==> config.mk <==
export PLATFORM = sky130hd
export DESIGN_NAME = counter_rr_sched_flat
export DESIGN_NICKNAME = d
export VERILOG_FILES = /design/src/rtl/counter_rr_sched_if.sv /design/src/rtl/counter_rr_sched.sv /design/src/flat_wrapper.sv
export SDC_FILE = /design/constraint.sdc
export NUM_CORES = 1
export LEC_CHECK = 0
export CAP_MARGIN = 20
export CORE_UTILIZATION = 47
export CTS_BUF_LIST = sky130_fd_sc_hd__clkbuf_16
export DETAILED_ROUTE_END_ITERATION = 8
export GPL_ROUTABILITY_DRIVEN = 0
export PLACE_DENSITY_LB_ADDON = 0.12
export SLEW_MARGIN = 20
export SYNTH_ARGS = -nofsm -noshare
export SYNTH_HDL_FRONTEND = slang
export SYNTH_SLANG_ARGS = --single-unit
==> constraint.sdc <==
create_clock -name clk -period 4.4 [get_ports clk]
set_input_delay 0.88 -clock clk [delete_from_list [all_inputs] [get_ports clk]]
set_output_delay 0.88 -clock clk [all_outputs]
set_load 0.005 [all_outputs]
==> src/rtl/counter_rr_sched_if.sv <==
// Bundle of request/terminal-count inputs and grant/counter outputs for the
// round-robin shared-counter scheduler.
interface counter_rr_sched_if #(
  parameter int NREQ  = 4,
  parameter int WIDTH = 4,
  parameter int OWNW  = 2
);
  logic [NREQ-1:0]       req;
  logic [NREQ*WIDTH-1:0] tc;
  logic                  en;
  logic [NREQ-1:0]       gnt;
  logic [OWNW-1:0]       owner;
  logic [WIDTH-1:0]      cnt;
  logic                  busy;
  logic                  done;
  logic                  abort;

  // Requester side: drives requests, terminal counts and enable.
  modport master (
    output req, tc, en,
    input  gnt, owner, cnt, busy, done, abort
  );

  // Scheduler side.
  modport slave (
    input  req, tc, en,
    output gnt, owner, cnt, busy, done, abort
  );
endinterface

==> src/rtl/counter_rr_sched.sv <==
// Round-robin scheduler sharing one up-counter between NREQ requesters.
// A grantee owns the counter for one run (0..its terminal count), then the
// block pulses done (or abort if the owner drops req) and re-arbitrates.
module counter_rr_sched #(
  parameter int NREQ  = 4,
  parameter int WIDTH = 4,
  parameter int OWNW  = 2
) (
  input  logic               clk,
  input  logic               rst,
  counter_rr_sched_if.slave  bus
);

  typedef enum logic {IDLE, RUN} state_t;

  state_t            state_q, state_d;
  logic [NREQ-1:0]   gnt_q,   gnt_d;
  logic [OWNW-1:0]   owner_q, owner_d;
  logic [WIDTH-1:0]  cnt_q,   cnt_d;
  logic              busy_q,  busy_d;
  logic              done_q,  done_d;
  logic              abort_q, abort_d;
  logic [OWNW-1:0]   ptr_q,   ptr_d;
  logic [WIDTH-1:0]  tcl_q,   tcl_d;

  logic              found;
  logic [OWNW-1:0]   win;
  logic [OWNW-1:0]   idx;
  logic [OWNW-1:0]   owner_nxt;

  // Winner search: first requester at or after ptr, wrapping modulo NREQ.
  always_comb begin
    found = 1'b0;
    win   = '0;
    idx   = '0;
    for (int unsigned i = 0; i < NREQ; i++) begin
      idx = OWNW'((32'(ptr_q) + i) % NREQ);
      if (!found && bus.req[idx]) begin
        found = 1'b1;
        win   = idx;
      end
    end
  end

  // Pointer value after the current owner releases the counter.
  always_comb begin
    if (owner_q == OWNW'(NREQ - 1)) owner_nxt = '0;
    else                            owner_nxt = owner_q + 1'b1;
  end

  // Next-state and output decode; abort outranks completion.
  always_comb begin
    state_d = state_q;
    gnt_d   = gnt_q;
    owner_d = owner_q;
    cnt_d   = cnt_q;
    busy_d  = busy_q;
    done_d  = 1'b0;
    abort_d = 1'b0;
    ptr_d   = ptr_q;
    tcl_d   = tcl_q;
    unique case (state_q)
      IDLE: begin
        if (found) begin
          gnt_d      = '0;
          gnt_d[win] = 1'b1;
          owner_d    = win;
          tcl_d      = bus.tc[int'(win)*WIDTH +: WIDTH];
          cnt_d      = '0;
          busy_d     = 1'b1;
          state_d    = RUN;
        end
      end
      RUN: begin
        if (!bus.req[owner_q]) begin
          gnt_d   = '0;
          busy_d  = 1'b0;
          cnt_d   = '0;
          abort_d = 1'b1;
          ptr_d   = owner_nxt;
          state_d = IDLE;
        end else if (bus.en) begin
          if (cnt_q == tcl_q) begin
            gnt_d   = '0;
            busy_d  = 1'b0;
            done_d  = 1'b1;
            ptr_d   = owner_nxt;
            state_d = IDLE;
          end else begin
            cnt_d = cnt_q + 1'b1;
          end
        end
      end
      default: state_d = IDLE;
    endcase
  end

  // State and output registers with asynchronous active-low reset.
  always_ff @(posedge clk or negedge rst) begin
    if (!rst) begin
      state_q <= IDLE;
      gnt_q   <= '0;
      owner_q <= '0;
      cnt_q   <= '0;
      busy_q  <= 1'b0;
      done_q  <= 1'b0;
      abort_q <= 1'b0;
      ptr_q   <= '0;
      tcl_q   <= '0;
    end else begin
      state_q <= state_d;
      gnt_q   <= gnt_d;
      owner_q <= owner_d;
      cnt_q   <= cnt_d;
      busy_q  <= busy_d;
      done_q  <= done_d;
      abort_q <= abort_d;
      ptr_q   <= ptr_d;
      tcl_q   <= tcl_d;
    end
  end

  assign bus.gnt   = gnt_q;
  assign bus.owner = owner_q;
  assign bus.cnt   = cnt_q;
  assign bus.busy  = busy_q;
  assign bus.done  = done_q;
  assign bus.abort = abort_q;

endmodule

==> src/flat_wrapper.sv <==
// flat-port wrapper written by rule: the top's interface ports become plain ports
module counter_rr_sched_flat 
#(
  parameter int NREQ  = 4,
  parameter int WIDTH = 4,
  parameter int OWNW  = 2
)
  (clk, rst, bus_req, bus_tc, bus_en, bus_gnt, bus_owner, bus_cnt, bus_busy, bus_done, bus_abort);
  counter_rr_sched_if #(.NREQ(NREQ), .WIDTH(WIDTH), .OWNW(OWNW)) bus_i ();
  input  logic clk;
  input  logic rst;
  input wire logic [$bits(bus_i.req)-1:0] bus_req;
  input wire logic [$bits(bus_i.tc)-1:0] bus_tc;
  input wire logic [$bits(bus_i.en)-1:0] bus_en;
  output wire logic [$bits(bus_i.gnt)-1:0] bus_gnt;
  output wire logic [$bits(bus_i.owner)-1:0] bus_owner;
  output wire logic [$bits(bus_i.cnt)-1:0] bus_cnt;
  output wire logic [$bits(bus_i.busy)-1:0] bus_busy;
  output wire logic [$bits(bus_i.done)-1:0] bus_done;
  output wire logic [$bits(bus_i.abort)-1:0] bus_abort;
  assign bus_i.req = bus_req;
  assign bus_i.tc = bus_tc;
  assign bus_i.en = bus_en;
  assign bus_gnt = bus_i.gnt;
  assign bus_owner = bus_i.owner;
  assign bus_cnt = bus_i.cnt;
  assign bus_busy = bus_i.busy;
  assign bus_done = bus_i.done;
  assign bus_abort = bus_i.abort;
  counter_rr_sched #(.NREQ(NREQ), .WIDTH(WIDTH), .OWNW(OWNW)) u_core (.clk(clk), .rst(rst), .bus(bus_i));
endmodule
# After elaboration in Yosys (flattened, before gate mapping)
# Cells that the tools add are included.
op_classes:
  n_reduce_logical: 11
  n_shift: 1
  eq_ne: 8
  muxes: 50
  bitwise_logic: 1
  n_addsub: 5
  n_lt_le_gt_ge: 7
op_table:
  columns: ["cell", "count"]
  rows:
  - ["$mux 4", 8]
  - ["$mux 1", 24]
  - ["$lt 2x3->1 const B", 6]
  - ["$mux 2", 8]
  - ["$pmux 4 s2", 2]
  - ["$shiftx 16x5->4", 1]
  - ["$bmux 1 s2", 5]
  - ["$ne 3x3->1 const B", 3]
  - ["$reduce_and 3->1", 3]
  - ["$add 2x1->2 const B", 2]
  - ["$add 2x2->2 const B", 2]
  - ["$add 4x1->4 const B", 1]
  - ["$eq 4x4->1", 1]
  - ["$logic_and 1x1->1", 4]
  - ["$ne 2x2->1 const B", 2]
  - ["$pmux 1 s2", 2]
  - ["$logic_not 1->1", 3]
  - ["$demux 1 s2", 1]
  - ["$eq 2x2->1 const B", 1]
  - ["$ge 2x1->1 const B", 1]
  - ["$ne 2x1->1 const B", 1]
  - ["$reduce_and 2->1", 1]
  - ["$not 1->1", 1]
word_totals:
  output_inout_bits: 13
  elab_cells: 92
  regBits: 20

# Logic depth before layout (Yosys ltp)
# Gate-level depths: netlist of run 1.
depth:
  depth_word: 18
  depth_mapped: 6
  depth_no_buf: 5

# Worst setup path after synthesis of run 1
# Ideal clock, no wire load.
synth_timing:
  path_kind: "input -> register"
  start: "input bus_req[3]"
  end: "register u_core.cnt_q[3], in the netlist u_core.bus.cnt[3]"
  setup_ps: 94
  required_ps: 4306
  arrival_time_ps: 2326
  path_stages: 5
  n_path_buf: 0
  setup_slack_ps: 1980
  cell_sequence: "mux4_2 > and2_4 > and2_4 > or4_1 > a211oi_1"
synth_via:
  elab_chain_cells: 14
synth_lines:
  columns: ["element", "line_no", "text"]
  rows:
  - ["from (decl)", "flat_wrapper.sv:12", "input wire logic [$bits(bus_i.req)-1:0] bus_req;"]
  - ["$bmux 1 s2", "counter_rr_sched.sv:38", "if (!found && bus.req[idx]) begin"]
  - ["$mux 1 (not written as such)", "counter_rr_sched.sv:38", null]
  - ["$mux 1", "counter_rr_sched.sv:38", null]
  - ["$logic_not 1->1", "counter_rr_sched.sv:38", null]
  - ["$logic_and 1x1->1", "counter_rr_sched.sv:38", null]
  - ["$mux 1", "counter_rr_sched.sv:38", null]
  - ["$logic_not 1->1", "counter_rr_sched.sv:38", null]
  - ["$logic_and 1x1->1", "counter_rr_sched.sv:38", null]
  - ["$mux 1", "counter_rr_sched.sv:38", null]
  - ["$logic_not 1->1", "counter_rr_sched.sv:38", null]
  - ["$logic_and 1x1->1", "counter_rr_sched.sv:38", null]
  - ["$mux 1", "counter_rr_sched.sv:38", null]
  - ["$ne 2x1->1 (no source line)", null, null]
  - ["$reduce_and 3->1 (no source line)", null, null]
  - ["to (signal assigned)", "counter_rr_sched.sv:114", "cnt_q <= cnt_d;"]
  - ["to (decl)", "counter_rr_sched.sv:19", "logic [WIDTH-1:0] cnt_q, cnt_d;"]
# Parallel ways exist; a longest one is shown, timed or not. The select of a mux whose other input is x is not followed.
# A chain may end at the register's enable or synchronous reset.

# Final worst setup path of run 1
layout_timing:
  start: "input bus_req[3]"
  end: "register u_core.tcl_q[3]"
layout_via:
  elab_chain_cells: 13
layout_lines:
  columns: ["element", "line_no", "text"]
  rows:
  - ["$bmux 1 s2", "counter_rr_sched.sv:38", null]
  - ["$mux 1 (not written as such)", "counter_rr_sched.sv:38", null]
  - ["$mux 1", "counter_rr_sched.sv:38", null]
  - ["$logic_not 1->1", "counter_rr_sched.sv:38", null]
  - ["$logic_and 1x1->1", "counter_rr_sched.sv:38", null]
  - ["$mux 1", "counter_rr_sched.sv:38", null]
  - ["$logic_not 1->1", "counter_rr_sched.sv:38", null]
  - ["$logic_and 1x1->1", "counter_rr_sched.sv:38", null]
  - ["$mux 1", "counter_rr_sched.sv:38", null]
  - ["$logic_not 1->1", "counter_rr_sched.sv:38", null]
  - ["$logic_and 1x1->1", "counter_rr_sched.sv:38", null]
  - ["$mux 2 or $mux 1 (tied branches)", "counter_rr_sched.sv:38", null]
  - ["$shiftx 16x5->4 or $reduce_and 2->1 (tied branches)", null, null]
  - ["to (signal assigned)", "counter_rr_sched.sv:119", "tcl_q <= tcl_d;"]
  - ["to (decl)", "counter_rr_sched.sv:24", "logic [WIDTH-1:0] tcl_q, tcl_d;"]
# Parallel ways exist; a longest one is shown, timed or not. The select of a mux whose other input is x is not followed.

==> results of run 1 <==
==> kinds of logic (layout without fill, tap and decap cells) <==
group | Yosys count | count (layout)
and+or+nand+nor | 36 | 36
buffers and inverters | 6 | 40
AOI/OAI and AO/OA | 31 | 31
DFF | 20 | 20
adders and majority gates | 2 | 2
xor gates and xnor gates | 5 | 5
muxes | 8 | 8
==> layout make-up <==
| cell class | count | area, sq um |
|---|---|---|
| clock buffer | 3 | 75.1 |
| fill | 173 | 654 |
| inverter | 2 | 7.51 |
| multi-input combinational | 82 | 589 |
| sequential | 20 | 500 |
| tap | 28 | 35.0 |
| timing repair buffer | 35 | 350 |
==> metal layers <==
layer / GRT usage / share of wire / wire (microns)
met5: 0 / 0 / 0
met4: 0.0556 / 0.023 / 62
met3: 0.0273 / 0.056 / 150
met2: 0.442 / 0.51 / 1380
met1: 0.297 / 0.41 / 1100
==> final timing paths <==
check                                    startpoint             endpoint  slack [ns]  cells after the start
worst max-delay path                     bus_req[3]      u_core.tcl_q[3]        1.51                      6
worst min-delay path                u_core.bus.busy      u_core.bus.busy        0.47                      1
worst max register to register  u_core.bus.owner[0]    u_core.bus.cnt[3]        2.23                      5
worst min register to register      u_core.bus.busy      u_core.bus.busy        0.47                      1
max in group asynchronous                       rst  u_core.bus.owner[1]        2.69                      1
min in group asynchronous                       rst    u_core.bus.cnt[2]        1.15                      1
==> worst max-delay path, stage by stage <==
cell and delay, ns:
clkdlybuf4s50_1 0.59, nor2_1 0.10, nor4b_1 0.59, nor2_1 0.26, nor3_1 0.44, a221o_1 0.23
==> registers in the layout, summed over array words and instances, names as in the netlist <==
name	flops
u_core.ptr_q	2
u_core.bus.busy	1
u_core.tcl_q	4
u_core.bus.gnt	4
u_core.bus.done	1
u_core.bus.owner	2
u_core.bus.cnt	4
u_core.bus.abort	1
u_core.state_q	1
==> through the flow <==
step	setup slack, ns	hold WS, ns	utilization
floorplan	1.98	0.474	-
global placement	1.42	0.459	0.670
detailed placement	1.30	0.467	0.670
CTS	1.54	0.479	0.704
global route	1.37	0.523	0.704
finish	1.51	0.472	0.704
==> power by group <==
part	switching, W	leakage (nW)	internal (W)
clock network	0.0000621	0.0370	0.000120
registers	0.0000761	0.254	0.000260
logic	0.000200	0.365	0.000243
==> cell usage after synthesis <==
| cell | count | area [sq um] |
|---|---|---|
| dfrtp_1 | 20 | 500 |
| nand2_1 | 9 | 33.8 |
| o21ai_0 | 9 | 45.0 |
| nor2_1 | 7 | 26.3 |
| mux2_2 | 6 | 67.6 |
| nor2b_1 | 5 | 31.3 |
| clkbuf_1 | 4 | 15.0 |
| o31ai_1 | 4 | 30.0 |
| xor2_1 | 4 | 35.0 |
| a221o_1 | 3 | 30.0 |
| a22o_1 | 3 | 26.3 |
| nor3_1 | 3 | 15.0 |
| or4_1 | 3 | 22.5 |
| a21o_1 | 2 | 15.0 |
| a21oi_1 | 2 | 10.0 |
| and2_4 | 2 | 17.5 |
| ha_1 | 2 | 25.0 |
| inv_1 | 2 | 7.51 |
| nand3_1 | 2 | 10.0 |
| a211o_1 | 1 | 8.76 |
| a211oi_1 | 1 | 7.51 |
| a21boi_0 | 1 | 7.51 |
| a21o_2 | 1 | 8.76 |
| and2b_2 | 1 | 8.76 |
| mux2i_1 | 1 | 10.0 |
| mux4_2 | 1 | 22.5 |
| nand2b_1 | 1 | 6.26 |
| nor4_1 | 1 | 6.26 |
| nor4b_1 | 1 | 8.76 |
| o311ai_0 | 1 | 8.76 |
| o32a_1 | 1 | 10.0 |
| o32ai_1 | 1 | 8.76 |
| o41ai_1 | 1 | 8.76 |
| or3b_2 | 1 | 8.76 |
| xnor2_1 | 1 | 8.76 |
==> flow_summary.rst, run 1 <==
.. list-table::
   :header-rows: 1

   * - Metric
     - Value
   * - RSZ-0062 raised after global routing
     - false
   * - Leakage Power
     - 0.656 nW
   * - Clock transition at path regs
     - 0.05 ns
   * - Count of inserted antenna diode cells
     - 0
   * - XOR/XNOR share of the synthesized area
     - 0.0394
   * - Max Clk Rate
     - 346 MHz
   * - TritonCTS clock tree
     - yes
   * - Critical Path End Type
     - register
   * - Clock sink count
     - 20
   * - Unique masters post-synth
     - 35
   * - Area after detailed placement
     - 1480 sq um
   * - Routed Wire Length
     - 2700 microns
   * - Longest Clk Path Bufs
     - 2
   * - Iteration-0 DRC Markers
     - 16
   * - Vias in the first global route
     - 997
   * - Hold-fix buffer count after cts
     - 0
   * - Dominant combinational cell family by area after synthesis
     - compound AO/OA/AOI/OAI gates
   * - Total gr overflow
     - 0
   * - Total of flip-flops plus latches after synthesis
     - 20
   * - Count of max-cap constraint violations
     - 0
   * - Simple-gate area share of the yosys netlist
     - 0.175
   * - Netlist area before placement
     - 1110 sq um
   * - Data required, critical path
     - 4.59 ns
   * - Min-delay worst type
     - reg2reg
   * - Tcrit/Tclk final
     - 0.657
   * - Final TNS setup
     - 0 ns
   * - Final setup violation count
     - 0
   * - Avg Inst Size Synth
     - 10.3 sq um
   * - DRC viols
     - 0
   * - Port bufs
     - 35
   * - Commonest cells after routing, fill and taps aside
     - clkdlybuf4s50_1, dfrtp_1, o21ai_0, nand2_1, nor2_1
   * - Synthesized net count
     - 133
   * - Root cell of the clock tree
     - clkbuf_16
   * - Number of standard cells in the final layout excluding fillers
     - 170
   * - Status
     - completed
   * - Vias after detailed routing
     - 1007
   * - Portion of netlist area occupied by mux cells
     - 0.0900
   * - Cell area power density
     - 617 nW/um^2
   * - Post-layout instance area
     - 1560 sq um
   * - Antenna violation net count after detailed routing
     - 0
   * - Highest net fanout along the worst path
     - 6
   * - Kind of critical path
     - in2reg
   * - Arr. time, crit path
     - 3.08 ns
   * - Pin count of the biggest net entering global routing
     - 21
   * - Initial Utilization
     - 0.503
   * - Insertion delay of the later-clocked pin in the worst-skew pair
     - 0.25 ns
   * - Transition time at the pin with the least slew margin
     - 0.912 ns
   * - Total power of the final layout
     - 0.000961 W
   * - Share of post-route cells with drive strength above 1
     - 0.106
   * - Max transition margin
     - 0.390
   * - Synth Warn #
     - 0
   * - Area grow syn2layout
     - 40.0%
   * - Aggregate global-route resource usage
     - 0.241
   * - Number of buffers added by the clock tree synthesis step
     - 3
   * - Chip height
     - 50.7 microns
   * - HPWL after DPL
     - 1990 microns
   * - Standard-cell row count
     - 17
   * - Wire length of the first global-routing pass
     - 4640 microns
   * - Length of the first detailed-routing pass in iterations
     - 4
   * - Compound-gate portion of the synthesized area
     - 0.202
   * - Clock period minus final worst setup slack
     - 2.89 ns
   * - Worst VDD drop
     - 0.485 mV
   * - Number of antenna violations at the first check in global routing
     - 0
   * - Floorplan die area
     - 2570 sq um
   * - Number of cells upsized or downsized after cts
     - 0
   * - Setup fix buffers added after clock tree synthesis
     - 0
   * - Synthesized-area fraction occupied by adder cells
     - 0.0225
   * - Final Max Tran Viols
     - 0
   * - Most frequent standard cell in the layout excluding fill and tap cells
     - clkdlybuf4s50_1
   * - Clock skew after layout
     - 0.00397 ns
   * - Total Nets Final
     - 169
   * - Post-synthesis instance total
     - 108
   * - Post-Place Cells
     - 167
   * - Floorplan core area
     - 2210 sq um
   * - Routed len/inst
     - 15.9 microns
   * - Horiz. Die Dim
     - 50.7 microns
   * - Portion of the post-synthesis area used by sequential elements
     - 0.450
   * - Total number of H-tree levels
     - 1
   * - Kind of start point of the critical path
     - input port
   * - DR vias/cell
     - 5.92
   * - Count of boundary I/O pins
     - 36
   * - Final hold violations
     - 0
Power figures use the tool's default switching activity.
==> inputs of run 2 (changes only) <==
- CORE_UTILIZATION: 47 -> 45
- clock period: 4.4 -> 2.7 ns (I/O delays scaled with it)
==> flow_summary.rst, run 2 (synthesized netlist as in run 1, its figures left out) <==
.. list-table::
   :header-rows: 1

   * - Metric
     - Value
   * - Longest Clk Path Bufs
     - 2 (unchanged)
   * - Leakage Power
     - 0.682 nW (+3.9%)
   * - Horiz. Die Dim
     - 51.7 microns (+2.1%)
   * - R2R Setup Slk
     - 0.57 ns (-1.66 ns)
   * - Total power of the final layout
     - 0.00161 W (+67%)
   * - Area grow syn2layout
     - 43.8%
   * - Setup fix buffers added after clock tree synthesis
     - 0 (unchanged)
   * - Total Nets Final
     - 174 (+3.0%)
   * - Clock sink count
     - 20 (unchanged)
   * - Routed len/inst
     - 15.8 microns (-0.30%)
   * - Share of post-route cells with drive strength above 1
     - 0.135 (+0.0295)
   * - RR Startpoint
     - u_core.bus.cnt[0]
   * - Data required, critical path
     - 2.83 ns (-1.76 ns)
   * - Port bufs
     - 35 (unchanged)
   * - Antenna violation net count after detailed routing
     - 0 (unchanged)
   * - Number of cells upsized or downsized after cts
     - 0 (unchanged)
   * - Cell area power density
     - 1010 nW/um^2 (+63%)
   * - DR vias/cell
     - 5.77 (-2.5%)
   * - Max transition margin
     - 0.576 (+0.186)
   * - Critical Path End Type
     - register
   * - Vias after detailed routing
     - 1016 (+0.89%)
   * - Final setup violation count
     - 0 (unchanged)
   * - Standard-cell row count
     - 17 (unchanged)
   * - Count of max-cap constraint violations
     - 0 (unchanged)
   * - Count of boundary I/O pins
     - 36 (unchanged)
   * - Total gr overflow
     - 0 (unchanged)
   * - Aggregate global-route resource usage
     - 0.242 (+0.00105)
   * - Worst setup endpoint
     - u_core.tcl_q[3]
   * - Tcrit/Tclk final
     - 0.917
   * - Status
     - completed
   * - Transition time at the pin with the least slew margin
     - 0.631 ns (-0.281 ns)
   * - Insertion delay of the later-clocked pin in the worst-skew pair
     - 0.25 ns (about the same)
   * - Pin count of the biggest net entering global routing
     - 21 (unchanged)
   * - DRC viols
     - 0 (unchanged)
   * - Kind of critical path
     - in2reg
   * - Commonest cells after routing, fill and taps aside
     - clkdlybuf4s50_1, dfrtp_1, o21ai_0, nand2_1, nor2_1
   * - Final hold violations
     - 0 (unchanged)
   * - Total number of H-tree levels
     - 1 (unchanged)
   * - Worst VDD drop
     - 0.714 mV (+47%)
   * - Wire length of the first global-routing pass
     - 4690 microns (+1.1%)
   * - Final TNS setup
     - 0 ns (unchanged)
   * - Clock transition at path regs
     - 0.06 ns (about the same)
   * - HPWL after DPL
     - 2030 microns (+2.1%)
   * - Iteration-0 DRC Markers
     - 20 (+4)
   * - Initial Utilization
     - 0.489 (-0.0141)
   * - Number of inserted filler cells in the final layout
     - 177 (+2.3%)
   * - Clock period minus final worst setup slack
     - 2.48 ns
   * - Hold-fix buffer count after cts
     - 0 (unchanged)
   * - Destination of the worst register-to-register timing path
     - u_core.bus.gnt[3]
   * - Count of inserted antenna diode cells
     - 0 (unchanged)
   * - TritonCTS clock tree
     - yes
   * - Length of the first detailed-routing pass in iterations
     - 4 (unchanged)
   * - Clock skew after layout
     - 0.00464 ns (+0.000663 ns)
   * - Number of antenna violations at the first check in global routing
     - 0 (unchanged)
   * - Number of buffers added by the clock tree synthesis step
     - 3 (unchanged)
   * - Worst Reg-to-Reg Cells
     - 5 (unchanged)
   * - Vias in the first global route
     - 1043 (+4.6%)
   * - Final Max Tran Viols
     - 0 (unchanged)
   * - Arr. time, crit path
     - 2.61 ns (-0.47 ns)
   * - Chip height
     - 51.7 microns (+2.1%)
   * - Critical Path Start
     - bus_req[2]
   * - Highest net fanout along the worst path
     - 5 (-1)
   * - Root cell of the clock tree
     - clkbuf_16
   * - Max Clk Rate
     - 404 MHz
   * - Most frequent standard cell in the layout excluding fill and tap cells
     - clkdlybuf4s50_1
   * - Floorplan die area
     - 2670 sq um (+4.2%)
   * - Floorplan core area
     - 2280 sq um (+2.9%)
   * - RSZ-0062 raised after global routing
     - false
   * - Routed Wire Length
     - 2790 microns (+3.2%)
   * - Kind of start point of the critical path
     - input port
   * - Min-delay worst type
     - reg2reg
==> run 2: power by group <==
part,total [W],internal (W),switching (W)
combinational,0.000758,0.000424,0.000333
clock,0.000305,0.000197,0.000108
sequential,0.000546,0.000424,0.000122
total,0.00161,0.00105,0.000563
==> run 2: worst min path at each step <==
stage | from | endpoint | slack (ns) | cells past startpoint
after floorplan | rst | u_core.bus.abort | 0.24 | 0
after global placement | u_core.bus.gnt[1] | u_core.bus.gnt[1] | 0.46 | 1
after detailed placement | u_core.bus.gnt[1] | u_core.bus.gnt[1] | 0.47 | 1
after CTS | u_core.bus.gnt[1] | u_core.bus.gnt[1] | 0.49 | 1
after global routing | u_core.bus.gnt[1] | u_core.bus.gnt[1] | 0.51 | 1
final | u_core.bus.gnt[1] | u_core.bus.gnt[1] | 0.49 | 1
==> run 2: area by class of cell <==
cell class / count / area, sq um / area share
Inverter: 2 / 7.51 / 0.00469
Multi-Input combinational cell: 82 / 589 / 0.369
Clock buffer: 3 / 75.1 / 0.0469
Sequential cell: 20 / 500 / 0.313
Tap cell: 28 / 35.0 / 0.0219
Clock inverter: 1 / 3.75 / 0.00235
Timing Repair Buffer: 40 / 388 / 0.243
==> run 2: metrics by stage <==
step | area [sq um] | hold WS (ns) | std cells | utilization | setup slack [ns]
after global routing | 1600 | 0.507 | 176 | 0.703 | 0.150
final | 1600 | 0.486 | 176 | 0.703 | 0.224
after CTS | 1600 | 0.493 | 176 | 0.703 | 0.264
after floorplan | 1110 | 0.244 | 108 | - | 0.620
after detailed placement | 1520 | 0.475 | 172 | 0.668 | 0.0373
after global placement | 1520 | 0.464 | 172 | 0.668 | 0.0746
==> run 2: layer usage <==
layer | vias up | wire length, microns | track usage
li1 | 487 | - | -
met1 | 492 | 1110 | 0.292
met2 | 33 | 1460 | 0.409
met3 | 4 | 182 | 0.0556
met4 | 0 | 38 | 0.104
met5 | - | 0 | 0
==> run 2: worst max-delay path: stages <==
cell             delay [ns]
clkdlybuf4s50_1        0.51
nor2b_1                0.22
a21boi_0               0.32
o32a_1                 0.36
mux2_2                 0.37
a221o_1                0.29
